$ cat config.mk
export PLATFORM = sky130hd
export DESIGN_NAME = platform_boot_stream_ctrl
export DESIGN_NICKNAME = d
export VERILOG_FILES = /design/src/rtl/platform_boot_stream_ctrl.sv
export SDC_FILE = /design/constraint.sdc
export NUM_CORES = 1
export LEC_CHECK = 0
export BUFFER_PORTS_ARGS = -buffer_cell sky130_fd_sc_hd__buf_2
export CORE_ASPECT_RATIO = 1.4
export CORE_UTILIZATION = 50
export CTS_BUF_LIST = sky130_fd_sc_hd__clkbuf_8
export CTS_CLUSTER_SIZE = 12
export DETAILED_ROUTE_END_ITERATION = 16
export GPL_ROUTABILITY_DRIVEN = 0
export HOLD_SLACK_MARGIN = 0.12
export MAX_ROUTING_LAYER = met4
export PLACE_DENSITY = 0.73
export SLEW_MARGIN = 10
export SYNTH_ARGS = -nofsm -noshare
export SYNTH_HDL_FRONTEND = slang
export SYNTH_SLANG_ARGS = --single-unit
$ cat constraint.sdc
create_clock -name clk -period 5.6 [get_ports clk]
set_input_delay 1.12 -clock clk [delete_from_list [all_inputs] [get_ports clk]]
set_output_delay 1.12 -clock clk [all_outputs]
set_load 0.005 [all_outputs]
$ cat src/rtl/platform_boot_stream_ctrl.sv
// platform_boot_stream_ctrl
// Loads a program image into the platform ROM, sequences the platform
// reset, feeds din_req from a small input FIFO and captures dout words.
// Optional feature: define PBSC_CKSUM_EN to add a 16-bit image checksum
// output (cksum); without it the port and the adder are absent.
module platform_boot_stream_ctrl #(
  parameter int ADDR_W    = 14,
  parameter int ROM_DEPTH = 16384,
  parameter int BYTE_W    = 8,
  parameter int DATA_W    = 32,
  parameter int IN_DEPTH  = 4,
  parameter int RST_CYC   = 2
) (
  input  logic              clk,
  input  logic              rst_n,
  input  logic              start,
  input  logic [BYTE_W-1:0] img_data,
  input  logic              img_valid,
  output logic              img_ready,
  output logic [ADDR_W-1:0] sw_addr,
  output logic [BYTE_W-1:0] sw_din,
  output logic              we_n,
  output logic              mode,
  output logic              plat_rst,
  input  logic [DATA_W-1:0] in_data,
  input  logic              in_valid,
  output logic              in_ready,
  output logic [DATA_W-1:0] din,
  output logic              din_rdy,
  input  logic              din_req,
  input  logic [DATA_W-1:0] dout,
  input  logic              dout_rdy,
  output logic [DATA_W-1:0] out_data,
  output logic              out_valid,
`ifdef PBSC_CKSUM_EN
  output logic [15:0]       cksum,
`endif
  output logic              load_done,
  output logic              starve
);

  localparam int PTR_W  = (IN_DEPTH > 1) ? $clog2(IN_DEPTH) : 1;
  localparam int RCNT_W = (RST_CYC > 1) ? $clog2(RST_CYC) : 1;
  localparam logic [ADDR_W-1:0] LAST_ADDR = ADDR_W'(ROM_DEPTH - 1);
  localparam logic [RCNT_W-1:0] LAST_RCNT = RCNT_W'(RST_CYC - 1);

  typedef enum logic [1:0] {
    S_IDLE,
    S_LOAD,
    S_RESET,
    S_RUN
  } state_t;

  state_t              state;
  logic [ADDR_W-1:0]   cnt;
  logic [RCNT_W-1:0]   rst_cnt;
  logic                dout_rdy_q;

  // Input FIFO: pointers carry one extra wrap bit to tell full from empty.
  logic [DATA_W-1:0]   fifo_mem [IN_DEPTH];
  logic [PTR_W:0]      wr_ptr;
  logic [PTR_W:0]      rd_ptr;
  logic                fifo_empty;
  logic                fifo_full;

  logic                img_accept;
  logic                restart;
  logic                push;
  logic                serve;

  assign fifo_empty = (wr_ptr == rd_ptr);
  assign fifo_full  = (wr_ptr[PTR_W] != rd_ptr[PTR_W]) &&
                      (wr_ptr[PTR_W-1:0] == rd_ptr[PTR_W-1:0]);

  assign img_ready  = (state == S_LOAD);
  assign in_ready   = !fifo_full;
  assign img_accept = img_ready && img_valid;
  // A start pulse is honoured only from IDLE or RUN; it flushes the FIFO,
  // so a push arriving on that same cycle is dropped.
  assign restart    = start && ((state == S_IDLE) || (state == S_RUN));
  assign push       = in_valid && !fifo_full && !restart;
  assign serve      = (state == S_RUN) && !restart && din_req && !din_rdy && !fifo_empty;

  // FIFO storage write.
  // NOTE: storage arrays carry no reset; validity is tracked by the pointers alone.
  always_ff @(posedge clk) begin
    if (push) begin
      fifo_mem[wr_ptr[PTR_W-1:0]] <= in_data;
    end
  end

  // Sequencer FSM with all registered outputs, FIFO pointers and counters.
  // NOTE: every register here uses <= so all updates see pre-edge values.
  always_ff @(posedge clk or negedge rst_n) begin
    if (!rst_n) begin
      state      <= S_IDLE;
      cnt        <= '0;
      rst_cnt    <= '0;
      dout_rdy_q <= 1'b0;
      wr_ptr     <= '0;
      rd_ptr     <= '0;
      sw_addr    <= '0;
      sw_din     <= '0;
      we_n       <= 1'b1;
      mode       <= 1'b0;
      plat_rst   <= 1'b1;
      din        <= '0;
      din_rdy    <= 1'b0;
      out_data   <= '0;
      out_valid  <= 1'b0;
      load_done  <= 1'b0;
      starve     <= 1'b0;
`ifdef PBSC_CKSUM_EN
      cksum      <= '0;
`endif
    end else begin
      we_n       <= 1'b1;
      out_valid  <= 1'b0;
      dout_rdy_q <= dout_rdy;
      if (push)  wr_ptr <= wr_ptr + (PTR_W + 1)'(1);
      if (serve) rd_ptr <= rd_ptr + (PTR_W + 1)'(1);

      if (restart) begin
        // Entry to LOAD: clear everything tied to the previous image/run.
        state     <= S_LOAD;
        mode      <= 1'b1;
        plat_rst  <= 1'b1;
        load_done <= 1'b0;
        cnt       <= '0;
        starve    <= 1'b0;
        din_rdy   <= 1'b0;
        wr_ptr    <= '0;
        rd_ptr    <= '0;
`ifdef PBSC_CKSUM_EN
        cksum     <= '0;
`endif
      end else begin
        case (state)
          S_LOAD: begin
            if (img_accept) begin
              sw_addr <= cnt;
              sw_din  <= img_data;
              we_n    <= 1'b0;
`ifdef PBSC_CKSUM_EN
              cksum   <= cksum + 16'(img_data);
`endif
              if (cnt == LAST_ADDR) begin
                state     <= S_RESET;
                mode      <= 1'b0;
                load_done <= 1'b1;
                rst_cnt   <= '0;
              end else begin
                cnt <= cnt + ADDR_W'(1);
              end
            end
          end
          S_RESET: begin
            if (rst_cnt == LAST_RCNT) begin
              state    <= S_RUN;
              plat_rst <= 1'b0;
            end else begin
              rst_cnt <= rst_cnt + RCNT_W'(1);
            end
          end
          S_RUN: begin
            if (din_req && !din_rdy) begin
              if (!fifo_empty) begin
                din     <= fifo_mem[rd_ptr[PTR_W-1:0]];
                din_rdy <= 1'b1;
              end else begin
                starve  <= 1'b1;
              end
            end else if (!din_req && din_rdy) begin
              din_rdy <= 1'b0;
            end
            if (dout_rdy && !dout_rdy_q) begin
              out_data  <= dout;
              out_valid <= 1'b1;
            end
          end
          default: ;
        endcase
      end
    end
  end

endmodule
## After elaboration in Yosys (flattened, before gate mapping)

Memories as Yosys holds them, arrays and structs flattened. A register that Yosys moved wholly into a read port is not among the register bits.
Index checks and enable logic that the tools add are counted.

| cells by class | value |
|---|---|
| $add $sub $neg | 4 |
| equal/unequal tests | 14 |
| mux-type cells | 43 |
| bitwise gates (word level) | 2 |
| reduce and logical (&&, ||, !) cells | 44 |

Operator list:

| cell | count |
|---|---|
| $mux W14 | 4 |
| $mux W1 | 29 |
| $reduce_bool A2 Y1 | 11 |
| $reduce_and A3 Y1 | 6 |
| $add A14 B1 Y14 const B | 1 |
| $eq A14 B14 Y1 const B | 1 |
| $logic_and A1 B1 Y1 | 12 |
| $mux W3 | 4 |
| $reduce_and A4 Y1 | 3 |
| $mux W2 | 4 |
| $logic_not A1 Y1 | 7 |
| $add A3 B1 Y3 const B | 2 |
| $ne A3 B1 Y1 const B | 2 |
| $ne A3 B3 Y1 const B | 2 |
| $reduce_bool A3 Y1 | 2 |
| $eq A2 B2 Y1 const B | 2 |
| $ne A2 B1 Y1 const B | 2 |
| $pmux W2 S2 | 1 |
| $eq A3 B3 Y1 | 1 |
| $eq A2 B1 Y1 const B | 1 |
| $eq A2 B2 Y1 | 1 |
| $logic_not A2 Y1 | 1 |
| $ne A2 B2 Y1 const B | 1 |
| $not A1 Y1 | 2 |
| 5 further kinds | 5 |

| word-level totals | value |
|---|---|
| flip-flop bits (word level) | 85 |
| bits in writable memories | 128 |
| output and inout bits | 95 |
| logic and storage cells | 124 |
| memories | 1 |

Memory list:

| name | depth | width | read ports | clocked after memory_dff | wr ports | line | text |
|---|---|---|---|---|---|---|---|
| fifo_mem | 4 | 32 | 1 | 1 | 1 | 60 | `logic [DATA_W-1:0] fifo_mem [IN_DEPTH];` |

## Depth between registers and ports, before layout

Gate-level depths: netlist of the first run.

| depth | value |
|---|---|
| depth in word-level cells | 10 |
| gate-level depth with buffers | 8 |
| gate-level depth less buffers | 6 |

## Worst setup path after synthesis of the first run

OpenSTA, ideal clock, no wires.

| timing path | value |
|---|---|
| kind | input to register |
| from | input port start |
| to | memory fifo_mem[0][0], enable pin |
| library setup time | 392 ps |
| data arrival time | 2351 ps |
| data required time | 5208 ps |
| setup slack | 2857 ps |
| stages on the path | 3 |
| path buffers | 1 |
| cells stage by stage | nand2_1 -> clkbuf_1 -> and3_1 |

| between the ends | value |
|---|---|
| longest elaborated chain between the ends | 5 |

RTL lines:

| element | line | text |
|---|---|---|
| start: declaration | 16 | `input logic start,` |
| $logic_and A1 B1 Y1 | 80 | `assign restart = start && ((state == S_IDLE) \|\| (state == S_RUN));` |
| $logic_not A1 Y1 | 81 | `assign push = in_valid && !fifo_full && !restart;` |
| $logic_and A1 B1 Y1 | 81 |  |
| $mux W1 | 87 | `if (push) begin` |
| $mux W1 (implied by the code) | 88 | `fifo_mem[wr_ptr[PTR_W-1:0]] <= in_data;` |
| end: declaration | 60 |  |

No other way between the ends.

## Worst setup path in the final report of the first run

| timing path | value |
|---|---|
| from | register rd_ptr[1] |
| to | output port in_ready |

| between the ends | value |
|---|---|
| longest elaborated chain between the ends | 3 |

RTL lines:

| element | line | text |
|---|---|---|
| start: declaration | 62 | `logic [PTR_W:0] rd_ptr;` |
| start signal: assignment | 121 | `if (serve) rd_ptr <= rd_ptr + (PTR_W + 1)'(1);` |
| $eq A2 B2 Y1 | 73 | `(wr_ptr[PTR_W-1:0] == rd_ptr[PTR_W-1:0]);` |
| $logic_and A1 B1 Y1 | 72 | `assign fifo_full = (wr_ptr[PTR_W] != rd_ptr[PTR_W]) &&` |
| $logic_not A1 Y1 | 76 | `assign in_ready = !fifo_full;` |
| end: declaration | 27 | `output logic in_ready,` |

No other way between the ends.

==> metrics.csv, run 1 <==
stage,metric,value,unit
run_status,outcome,completed,
cts,Post-CTS Hold Buffers,0,
logic_synthesis,xor and xnor area share after synthesis,0.799,%
logic_synthesis,Yosys cell types,51,
timing,"Hold Vio Cnt, Final",0,
pwr,Leak Pwr,0.00469,uW
logic_synthesis,Synth Flop Type,edfxtp_1,
routing,met2 wire len,9750,um
routing,wire length on met3,1040,um
setup_path,critical path arrival,2.06,ns
timing,Final TNS setup,0,ns
setup_path,Max stage delay on crit path,0.95,ns
routing,DR iter-0 viols,235,
setup_path,worst path cell trace,"xnor2_2, nand3_1, buf_2",
timing,Slew Limit Fails,0,
global_routing,first-pass GRT wire length,28700,um
routing,DRC,0,
timing,RSZ-0062 raised after global routing,no,
logic_synthesis,Synth Area in Compound Gates,3.38,%
logic_synthesis,Post-synth ARST share,47.8,%
pwr,Internal Power,3920,uW
pwr,Pwr Total,5470,uW
final_layout,share of cells above drive strength 1,48.2,%
logic_synthesis,most frequent cell after synthesis,edfxtp_1,
routing,vias per inst,5.33,
routing,TritonRoute pass-1 iters,4,
setup_path,Crit Path Category,reg -> out,
final_layout,Layout area overhead,19.4,%
floorplanning,Die Wd,119,um
logic_synthesis,Post-Synth Simple-Gate Area,4.22,%
pwr,P per Cell Area,479,nW/um^2
logic_synthesis,commonest cells in the netlist,"128 x edfxtp_1, 115 x dfrtp_1, 82 x mux2_2",
hold_path,Hold Path Stages,2,
routing,DRT Wirelength,18200,um
pwr,Flop pwr share,47.8,%
global_routing,Total GRT Usage,19.7,%
logic_synthesis,Synth Net Count,617,
floorplanning,initial core utilization,51.2,%
routing,Metal-1 WL,6950,um
cts,clock latency on the worst-skew pair,0.53,ns
logic_synthesis,Yosys top cell by area,edfxtp_1,
cts,TritonCTS clock tree,yes,
cts,H-tree Lvls,2,
cts,clk buf depth,3,
cts,clock-pin transition on the worst setup and hold timing paths,0.06,ns
placement,IO buf count,173,
timing,Slew headroom,29.2,%
pwr,share of power burned in the clock network,26.4,%
timing,clock skew,0.0193,ns
logic_synthesis,post-synthesis adder-cell area fraction,1.18,%
floorplanning,core area,18700,sq um
logic_synthesis,Post-Synthesis Cells,529,
pwr,Net Switching,1550,uW
timing,Final min period,3.18,ns
routing,Via Count,5312,
setup_path,Startpoint Class,flop,
global_routing,largest net degree at the start of global routing,87,
floorplanning,row count,59,
timing,final worst path period share,56.9,%
routing,Max Used Layer,met4,
logic_synthesis,#FFs+latches synth,245,
cts,Post-CTS Resized,0,
setup_path,Worst EP required,4.48,ns
setup_path,crit path max-delay cell type,dfrtp_2,
placement,HPWL Detailed,11800,um
logic_synthesis,Yosys top cell area share,40.2,%
timing,Max Clk Rate,0.314,GHz
logic_synthesis,"top cells by area, synth","edfxtp_1 40%, dfrtp_1 30%, mux2_2 9.7%",
logic_synthesis,number of synthesized flops with an enable pin,128,
routing,"antenna viol nets, final",0,
setup_path,CP max FO,35,
logic_synthesis,multiplexer share of the synthesized area,17.9,%
pwr,combinational power share,25.8,%
floorplanning,Die ar.,19700,sq um
setup_path,crit path capture type,output pin,
final_layout,nets,811,
cts,Root Driver,clkbuf_8,
run,max-cap violations,0,
cts,Num CTS Buffers,37,
global_routing,global route overflow,0,
cts,"Setup Fix Bufs, Post-CTS",0,
timing,Final setup viols,0,
floorplanning,io pins,174,
logic_synthesis,largest family of logic cells by synthesized area,multiplexers,
logic_synthesis,Post-Syn Area,9550,sq um
routing,drt wl/cell,18.3,um
logic_synthesis,"Avg Cell Area, Syn",18.1,sq um
setup_path,worst-case reg-to-reg path depth,3,
pwr,VDD IR-drop max,0.301,mV
floorplanning,die extent in y,166,um
pwr,sw frac,28.3,%
timing,Slew @ Worst Pin,1.06,ns
logic_synthesis,post-synthesis sequential area ratio,70.9,%
logic_synthesis,Synth Warn #,0,
cts,clock sink count,245,
global_routing,vias in the first global route,5599,
global_routing,initial antenna violation count,0,
hold_path,HP Class,reg -> reg,
-- layer usage --
layer,vias to the layer above,global-route usage [%]
li1,2423,-
met1,2658,22.4
met2,200,33.9
met3,31,3.67
met4,0,9.26
met5,-,-
-- state kept, by name, summed over array words and instances, names as in the netlist, 2 cells and up --
register	count
rd_ptr	3
state	2
fifo_mem	128
sw_din	8
sw_addr	14
din	32
cnt	14
out_data	32
wr_ptr	3
-- worst paths after layout --
kind	slack, ns	startpoint	to
max	2.42	rd_ptr[1]	in_ready
min	0.46	plat_rst	plat_rst
max reg2reg	2.70	rd_ptr[1]	fifo_mem[3][0]
min reg2reg	0.46	plat_rst	plat_rst
max in group asynchronous	3.69	rst_n	rd_ptr[0]
min in group asynchronous	0.81	rst_n	load_done
-- per-stage QoR --
step / util [%] / worst slack [ns] / hold slack (ns) / cell area (sq um) / cells
CTS: 61.0 / 2.35 / 0.465 / 11400 / 995
floorplan: - / 2.86 / 0.448 / 9550 / 529
finish: 61.1 / 2.42 / 0.465 / 11400 / 996
global placement: 57.0 / 2.59 / 0.456 / 10700 / 928
global route: 61.0 / 2.31 / 0.501 / 11400 / 995
detailed placement: 57.0 / 2.54 / 0.457 / 10700 / 928
-- cells in the final DEF (no fill, tap or decap), types with 2 or more instances in the layout --
cell type,instances
or3_1,6
inv_1,25
ha_1,9
and3_2,4
mux4_2,32
mux2_1,3
and3_1,2
xnor2_1,4
nand2_1,20
or4_1,4
o21ai_0,11
nor2_1,10
nand4_1,3
clkinv_2,3
and2_1,2
dfrtp_2,2
a31o_2,2
o31ai_1,4
dfrtp_1,113
bufinv_16,2
nand3_1,7
edfxtp_1,128
xnor2_2,2
buf_4,5
o21a_1,3
buf_2,172
and4_1,2
a21oi_1,13
clkbuf_8,43
mux2i_1,3
nor3_1,4
mux2_2,82
dfstp_2,2
clkinvlp_4,3
-- cell type report --
cell class / instances / area (sq um)
antenna: 1 / 2.50
clock buffer: 43 / 592
clock inverter: 24 / 158
fill: 1388 / 7270
inverter: 10 / 37.5
multi-input combinational: 252 / 2630
sequential: 245 / 6780
tap: 244 / 305
timing repair buffer: 177 / 898
-- power by group through the flow --
| stage | Sequential (uW) | Combinational [uW] | Clock (uW) |
|---|---|---|---|
| after detailed placement | 2650 | 1440 | 0 |
| final | 2610 | 1410 | 1440 |
| after floorplan | 2590 | 910 | 0 |
| after CTS | 2620 | 1440 | 1490 |
| after global routing | 2670 | 1540 | 1560 |
| after global placement | 2630 | 1390 | 0 |
-- cells by family (layout without fill, tap and decap cells) --
group / after synthesis / count (layout)
adder cells (fa/ha/maj): 9 / 9
multiplexers: 120 / 120
buffers and inverters: 32 / 254
flip-flops: 245 / 245
XOR/XNOR: 7 / 7
other: 0 / 1
AO/OA/AOI/OAI: 44 / 44
AND/OR/NAND/NOR: 72 / 72
-- worst max-delay path, delay by kind of cell, from the launching register on --
family | cells | cell delay [ns]
XOR/XNOR | 1 | 0.27
flip-flops | 1 | 0.95
buffers and inverters | 1 | 0.16
AND/OR/NAND/NOR | 1 | 0.17
Note: power is estimated with default switching activity, not from simulation.
==> inputs of run 2 (changes only) <==
ABC_AREA = 1   (was not set)
PLACE_DENSITY = 0.75   (was 0.73)
clock period = 2.9 ns   (was 5.6 ns; I/O delays follow)
==> metrics.csv, run 2 <==
stage,metric,value,unit,change
routing,"antenna viol nets, final",0,,unchanged
global_routing,initial antenna violation count,0,,unchanged
global_routing,vias in the first global route,6856,,+22%
cts,Root Driver,clkbuf_8,,
logic_synthesis,#FFs+latches synth,245,,unchanged
timing,Slew @ Worst Pin,0.658,ns,-0.404 ns
final_layout,final instance area,11700,sq um,+2.8%
setup_path,Startpoint Class,flop,,
logic_synthesis,number of synthesized flops with an enable pin,128,,unchanged
routing,DRC,0,,unchanged
pwr,P per Cell Area,881,nW/um^2,+84%
logic_synthesis,Yosys top cell area share,39.3,%,-0.91 points
routing,TritonRoute pass-1 iters,5,,+1
setup_path,worst path cell trace,"inv_1, ha_1, nand2_1, inv_2, nor2_1, inv_1, nor2_4, buf_12",,
cts,clock latency on the worst-skew pair,0.53,ns,about the same
pwr,Leak Pwr,0.00548,uW,+17%
routing,Via Count,7000,,+32%
routing,DRT Wirelength,20500,um,+13%
pwr,VDD IR-drop max,0.534,mV,+77%
setup_path,critical path's top delay family,simple AND/OR/NAND/NOR gates,,
routing,drt wl/cell,14.7,um,-19%
logic_synthesis,Post-Synthesis Cells,931,,+76%
timing,worst hold margin,0.180,ns,-0.285 ns
cts,clk buf depth,3,,unchanged
final_layout,share of cells above drive strength 1,22.9,%,-25 points
global_routing,largest net degree at the start of global routing,69,,-21%
final_layout,Layout area overhead,19.9,%,
final_layout,FILL cells,1613,,+16%
final_layout,non-filler cells in the finished layout,1395,,+40%
cts,clock-pin transition on the worst setup and hold timing paths,0.07,ns,about the same
cts,Post-CTS Resized,0,,unchanged
routing,DR iter-0 viols,495,,+110%
timing,RSZ-0062 raised after global routing,no,,
logic_synthesis,Synth Flop Type,edfxtp_1,,
setup_path,critical path arrival,2.49,ns,+0.43 ns
logic_synthesis,Post-Syn Area,9770,sq um,+2.3%
final_layout,Post-Route Utilization,61.0,%,about the same
logic_synthesis,Yosys top cell by area,edfxtp_1,,
setup_path,Max stage delay on crit path,0.39,ns,-0.56 ns
final_layout,"most common cell after layout, fill and taps aside",nand2_1,,
placement,DP Area,11000,sq um,+3.2%
floorplanning,Die Wd,120,um,+1.1%
timing,"Hold Vio Cnt, Final",0,,unchanged
floorplanning,die extent in y,167,um,+1.1%
placement,Inst Count DP,1328,,+43%
timing,final worst path period share,78.0,%,
setup_path,CP Buf/Inv Count,4,,+3
logic_synthesis,post-synthesis sequential area ratio,69.3,%,-1.6 points
logic_synthesis,"Avg Cell Area, Syn",10.5,sq um,-42%
setup_path,Crit Path Category,reg -> reg,,
logic_synthesis,Synth Net Count,1019,,+65%
cts,H-tree Lvls,2,,unchanged
global_routing,global route overflow,0,,unchanged
final_layout,register area,6780,sq um,unchanged
timing,Final TNS setup,0,ns,unchanged
timing,Final min period,2.26,ns,
final_layout,area of the multi-input gates,2740,sq um,+3.9%
floorplanning,core area,19200,sq um,+2.9%
floorplanning,row count,60,,+1.7%
logic_synthesis,Yosys cell types,28,,-45%
timing,Final setup viols,0,,unchanged
setup_path,crit path capture type,flop,,
final_layout,most frequent cells in the layout,"315 x nand2_1, 172 x buf_2, 128 x edfxtp_1, 113 x dfrtp_1, 112 x nor2_1",,
floorplanning,initial core utilization,50.9,%,-0.30 points
setup_path,Worst EP required,3.13,ns,-1.35 ns
setup_path,Critical Path Most Common Cell,inv_1,,
logic_synthesis,commonest cells in the netlist,"315 x nand2_1, 128 x edfxtp_1, 116 x nor2_1",,
floorplanning,Die ar.,20100,sq um,+2.3%
hold_path,HP Class,in -> reg,,
run,max-cap violations,0,,unchanged
setup_path,crit path max-delay cell type,dfrtp_1,,
final_layout,Largest register FFs,128,,unchanged
cts,clock sink count,245,,unchanged
cts,Num CTS Buffers,36,,-2.7%
routing,vias per inst,5.02,,-5.9%
final_layout,nets,1207,,+49%
timing,Slew Limit Fails,0,,unchanged
logic_synthesis,Post-synth ARST share,47.8,%,unchanged
placement,IO buf count,173,,unchanged
cts,TritonCTS clock tree,yes,,
placement,HPWL Detailed,13300,um,+13%
global_routing,first-pass GRT wire length,33200,um,+15%
timing,Slew headroom,56.1,%,+27 points
global_routing,Total GRT Usage,21.5,%,+1.8 points
setup_path,CP max FO,21,,-40%
run_status,outcome,completed,,
floorplanning,io pins,174,,unchanged
logic_synthesis,Synth Warn #,0,,unchanged
timing,Max Clk Rate,0.442,GHz,
logic_synthesis,"top cells by area, synth","edfxtp_1 39%, dfrtp_1 29%, nand2_1 12%",,
final_layout,n_diodes,0,,-1
logic_synthesis,most frequent cell after synthesis,nand2_1,,
timing,clock skew,0.0168,ns,-0.00250 ns
==> run 2: cell types whose count changed after synthesis, moves of 9 or more <==
cell,before,now
a21oi_1,13,1
clkbuf_1,8,21
inv_1,10,27
mux2_2,82,0
mux4_2,32,0
nand2_1,20,315
nand3_1,7,25
nor2_1,10,116
o21ai_0,11,101
o21ai_1,0,9
==> run 2: worst paths after layout <==
path | start | to | slack (ns) | cells past startpoint
worst max-delay path | state[0] | fifo_mem[2][25] | 0.64 | 8
worst min-delay path | dout_rdy | dout_rdy_q | 0.18 | 1
worst max register to register | state[0] | fifo_mem[2][25] | 0.64 | 8
worst min register to register | plat_rst | plat_rst | 0.46 | 2
max in group asynchronous | rst_n | out_data[11] | 1.63 | 3
min in group asynchronous | rst_n | din[24] | 0.57 | 2
==> run 2: cells by family after synthesis <==
group,after synthesis,synth area share [%]
AND/OR/NAND/NOR,479,19.6
flip-flops,245,69.3
AO/OA/AOI/OAI,115,6.00
buffers and inverters,73,3.06
XOR/XNOR,10,0.896
adder cells (fa/ha/maj),9,1.15
==> run 2: worst reg2reg max path: cells and delay by family, from the launching register on <==
kind / cells / cell delay (ns)
AND/OR/NAND/NOR: 3 / 0.67
buffers and inverters: 4 / 0.58
flip-flops: 1 / 0.39
adder cells (fa/ha/maj): 1 / 0.30
==> run 2: per-layer routing <==
metal	vias to the layer above	part of all wire (%)	track usage (%)
met1	3342	41	24.6
met2	182	53	37.9
li1	3443	-	-
met4	0	2.1	7.50
met3	33	4.7	3.34
met5	-	0	-
==> run 2: repair_timing <==
item,4_1_cts,5_1_grt
buffers inserted,0,0
endpoints found under the hold margin,35,0
hold buffers,1,0
==> run 2: power breakdown <==
part / internal (uW) / total (uW) / leakage (uW) / switching (uW)
logic: 1020 / 2720 / 0.00240 / 1700
clock network: 1420 / 2700 / 0.000401 / 1280
registers: 4550 / 4900 / 0.00268 / 350
==> run 2: final cells by class <==
class                   instances  share of cell area (%)
flip-flops and latches        245                    57.8
multi-input cells             613                    23.4
repair buffers                192                    9.07
clock buffers                  45                    5.28
well taps                     248                    2.65
inverters                      31                   0.993
clock inverters                21                   0.843
==> run 2: metrics by stage <==
step                setup WS (ns)  total power (uW)
finish                      0.638             10300
global route                0.488             11000
CTS                         0.625             10500
detailed placement          0.641              7750
global placement            0.685              7640
floorplan                 -0.0126              6550
==> inputs of run 3 (changes only) <==
PLACE_DENSITY = 0.73   (was 0.75)
clock period = 2.15 ns   (was 2.9 ns; I/O delays follow)
==> metrics.csv, run 3 (synthesized netlist as in run 2, its figures left out) <==
stage,metric,value,unit,change
setup_path,Max stage delay on crit path,0.39,ns,about the same
setup_path,crit path max-delay cell type,dfrtp_1,,
global_routing,largest net degree at the start of global routing,69,,unchanged
routing,"antenna viol nets, final",0,,unchanged
routing,TritonRoute pass-1 iters,5,,unchanged
timing,RSZ-0062 raised after global routing,no,,
final_layout,Post-Route Utilization,64.6,%,+3.6 points
pwr,VDD IR-drop max,0.684,mV,+28%
setup_path,Startpoint Class,flop,,
placement,HPWL Detailed,13300,um,-0.44%
global_routing,vias in the first global route,7057,,+2.9%
timing,Final min period,2.00,ns,-0.261 ns
floorplanning,core area,19200,sq um,unchanged
placement,Inst Count DP,1334,,+0.45%
setup_path,Worst EP required,2.36,ns,-0.77 ns
final_layout,most frequent cells in the layout,"315 x nand2_1, 172 x buf_2, 128 x edfxtp_1, 113 x dfrtp_1, 112 x nor2_1",,
routing,vias per inst,5.00,,-0.32%
setup_path,Crit Path Category,reg -> reg,,
timing,Final setup viols,0,,unchanged
global_routing,Total GRT Usage,22.4,%,+0.92 points
pwr,P per Cell Area,1120,nW/um^2,+28%
cts,H-tree Lvls,2,,unchanged
run_status,outcome,completed,,
cts,clk buf depth,3,,unchanged
timing,clock skew,0.0283,ns,+0.0115 ns
routing,DRT Wirelength,21800,um,+6.1%
cts,clock sink count,245,,unchanged
floorplanning,initial core utilization,50.9,%,unchanged
final_layout,"most common cell after layout, fill and taps aside",nand2_1,,
global_routing,initial antenna violation count,0,,unchanged
cts,clock latency on the worst-skew pair,0.54,ns,about the same
setup_path,critical path's top delay family,buffers and inverters,,
timing,"Hold Vio Cnt, Final",0,,unchanged
cts,Num CTS Buffers,36,,unchanged
setup_path,CP Buf/Inv Count,4,,unchanged
timing,Slew Limit Fails,0,,unchanged
timing,Max Clk Rate,0.500,GHz,+13%
cts,Root Driver,clkbuf_8,,
cts,clock-pin transition on the worst setup and hold timing paths,0.06,ns,about the same
floorplanning,Die ar.,20100,sq um,unchanged
cts,TritonCTS clock tree,yes,,
setup_path,worst path cell trace,"inv_1, ha_1, nand2_1, inv_2, nor2_1, inv_1, nor2_4, buf_4",,
floorplanning,Die Wd,120,um,unchanged
floorplanning,row count,60,,unchanged
placement,IO buf count,173,,unchanged
timing,final worst path period share,93.1,%,+15 points
timing,Slew headroom,55.7,%,-0.47 points
setup_path,crit path capture type,flop,,
setup_path,critical path arrival,2.21,ns,-0.28 ns
routing,Via Count,7333,,+4.8%
global_routing,first-pass GRT wire length,34300,um,+3.5%
cts,"Setup Fix Bufs, Post-CTS",0,,unchanged
final_layout,Largest register FFs,128,,unchanged
timing,Slew @ Worst Pin,0.665,ns,+0.00699 ns
final_layout,area of the multi-input gates,2740,sq um,unchanged
floorplanning,io pins,174,,unchanged
final_layout,register area,6780,sq um,unchanged
routing,DR iter-0 viols,423,,-15%
hold_path,HP Class,in -> reg,,
final_layout,share of cells above drive strength 1,21.5,%,-1.4 points
final_layout,nets,1279,,+6.0%
final_layout,FILL cells,1556,,-3.5%
pwr,Leak Pwr,0.00582,uW,+6.1%
setup_path,Critical Path Most Common Cell,inv_1,,
floorplanning,die extent in y,167,um,unchanged
global_routing,global route overflow,0,,unchanged
final_layout,n_diodes,0,,unchanged
final_layout,Layout area overhead,27.1,%,
routing,DRC,0,,unchanged
setup_path,CP max FO,15,,-29%
routing,drt wl/cell,14.9,um,+0.98%
run,max-cap violations,0,,unchanged
final_layout,non-filler cells in the finished layout,1466,,+5.1%
-- run 3: changes by cell type in the layout (fill, tap and decap cells not counted), sizes merged --
cell / previous run / this run
dlygate4sd3: 1 / 67
clkbuf: 45 / 40
clkinvlp: 0 / 1
buf: 191 / 197
inv: 39 / 52
clkinv: 13 / 3
-- run 3: where the power goes --
part / internal [uW] / switching [uW]
combinational: 1550 / 2360
sequential: 6140 / 517
clock: 1710 / 1680
-- run 3: layout make-up --
cell class / instances / share of cell area, %
clock buffer: 40 / 4.43
clock inverter: 25 / 0.846
inverter: 31 / 0.937
multi-input combinational: 613 / 22.0
sequential: 245 / 54.6
tap: 248 / 2.50
timing repair buffer: 264 / 14.7
-- run 3: metrics by stage --
stage / setup WS (ns) / hold slack [ns] / setup TNS (ns) / area (sq um) / power [uW]
2_1_floorplan: -0.261 / 0.134 / -25.59 / 9780 / 8840
3_3_place_gp: 0.210 / 0.449 / 0 / 11100 / 10400
3_5_place_dp: 0.142 / 0.452 / 0 / 11100 / 10600
4_1_cts: 0.138 / 0.121 / 0 / 12400 / 14100
5_1_grt: 0.0160 / 0.124 / 0 / 12400 / 14800
6_report: 0.149 / 0.146 / 0 / 12400 / 14000
-- run 3: worst paths after layout --
| kind | startpoint | end | slack, ns | cells after the start |
|---|---|---|---|---|
| worst max-delay path | state[0] | fifo_mem[1][27] | 0.15 | 8 |
| worst min-delay path | in_data[13] | fifo_mem[2][13] | 0.15 | 1 |
| worst max register to register | state[0] | fifo_mem[1][27] | 0.15 | 8 |
| worst min register to register | plat_rst | plat_rst | 0.47 | 2 |
| max in group asynchronous | rst_n | sw_din[6] | 1.07 | 3 |
| min in group asynchronous | rst_n | din[0] | 0.46 | 2 |
-- run 3: per-layer routing --
| layer | up-vias | wire, um | track usage [%] |
|---|---|---|---|
| met5 | - | 0 | - |
| met4 | 0 | 671 | 10.2 |
| met3 | 53 | 1170 | 3.78 |
| met2 | 245 | 11500 | 38.3 |
| met1 | 3454 | 8500 | 25.7 |
| li1 | 3581 | - | - |
-- run 3: what timing repair did --
item                                    4_1_cts  5_1_grt
hold buffers                                 67        0
endpoints found under the hold margin       173        0
resized for setup                             0        1
endpoints found under the setup margin        0        1
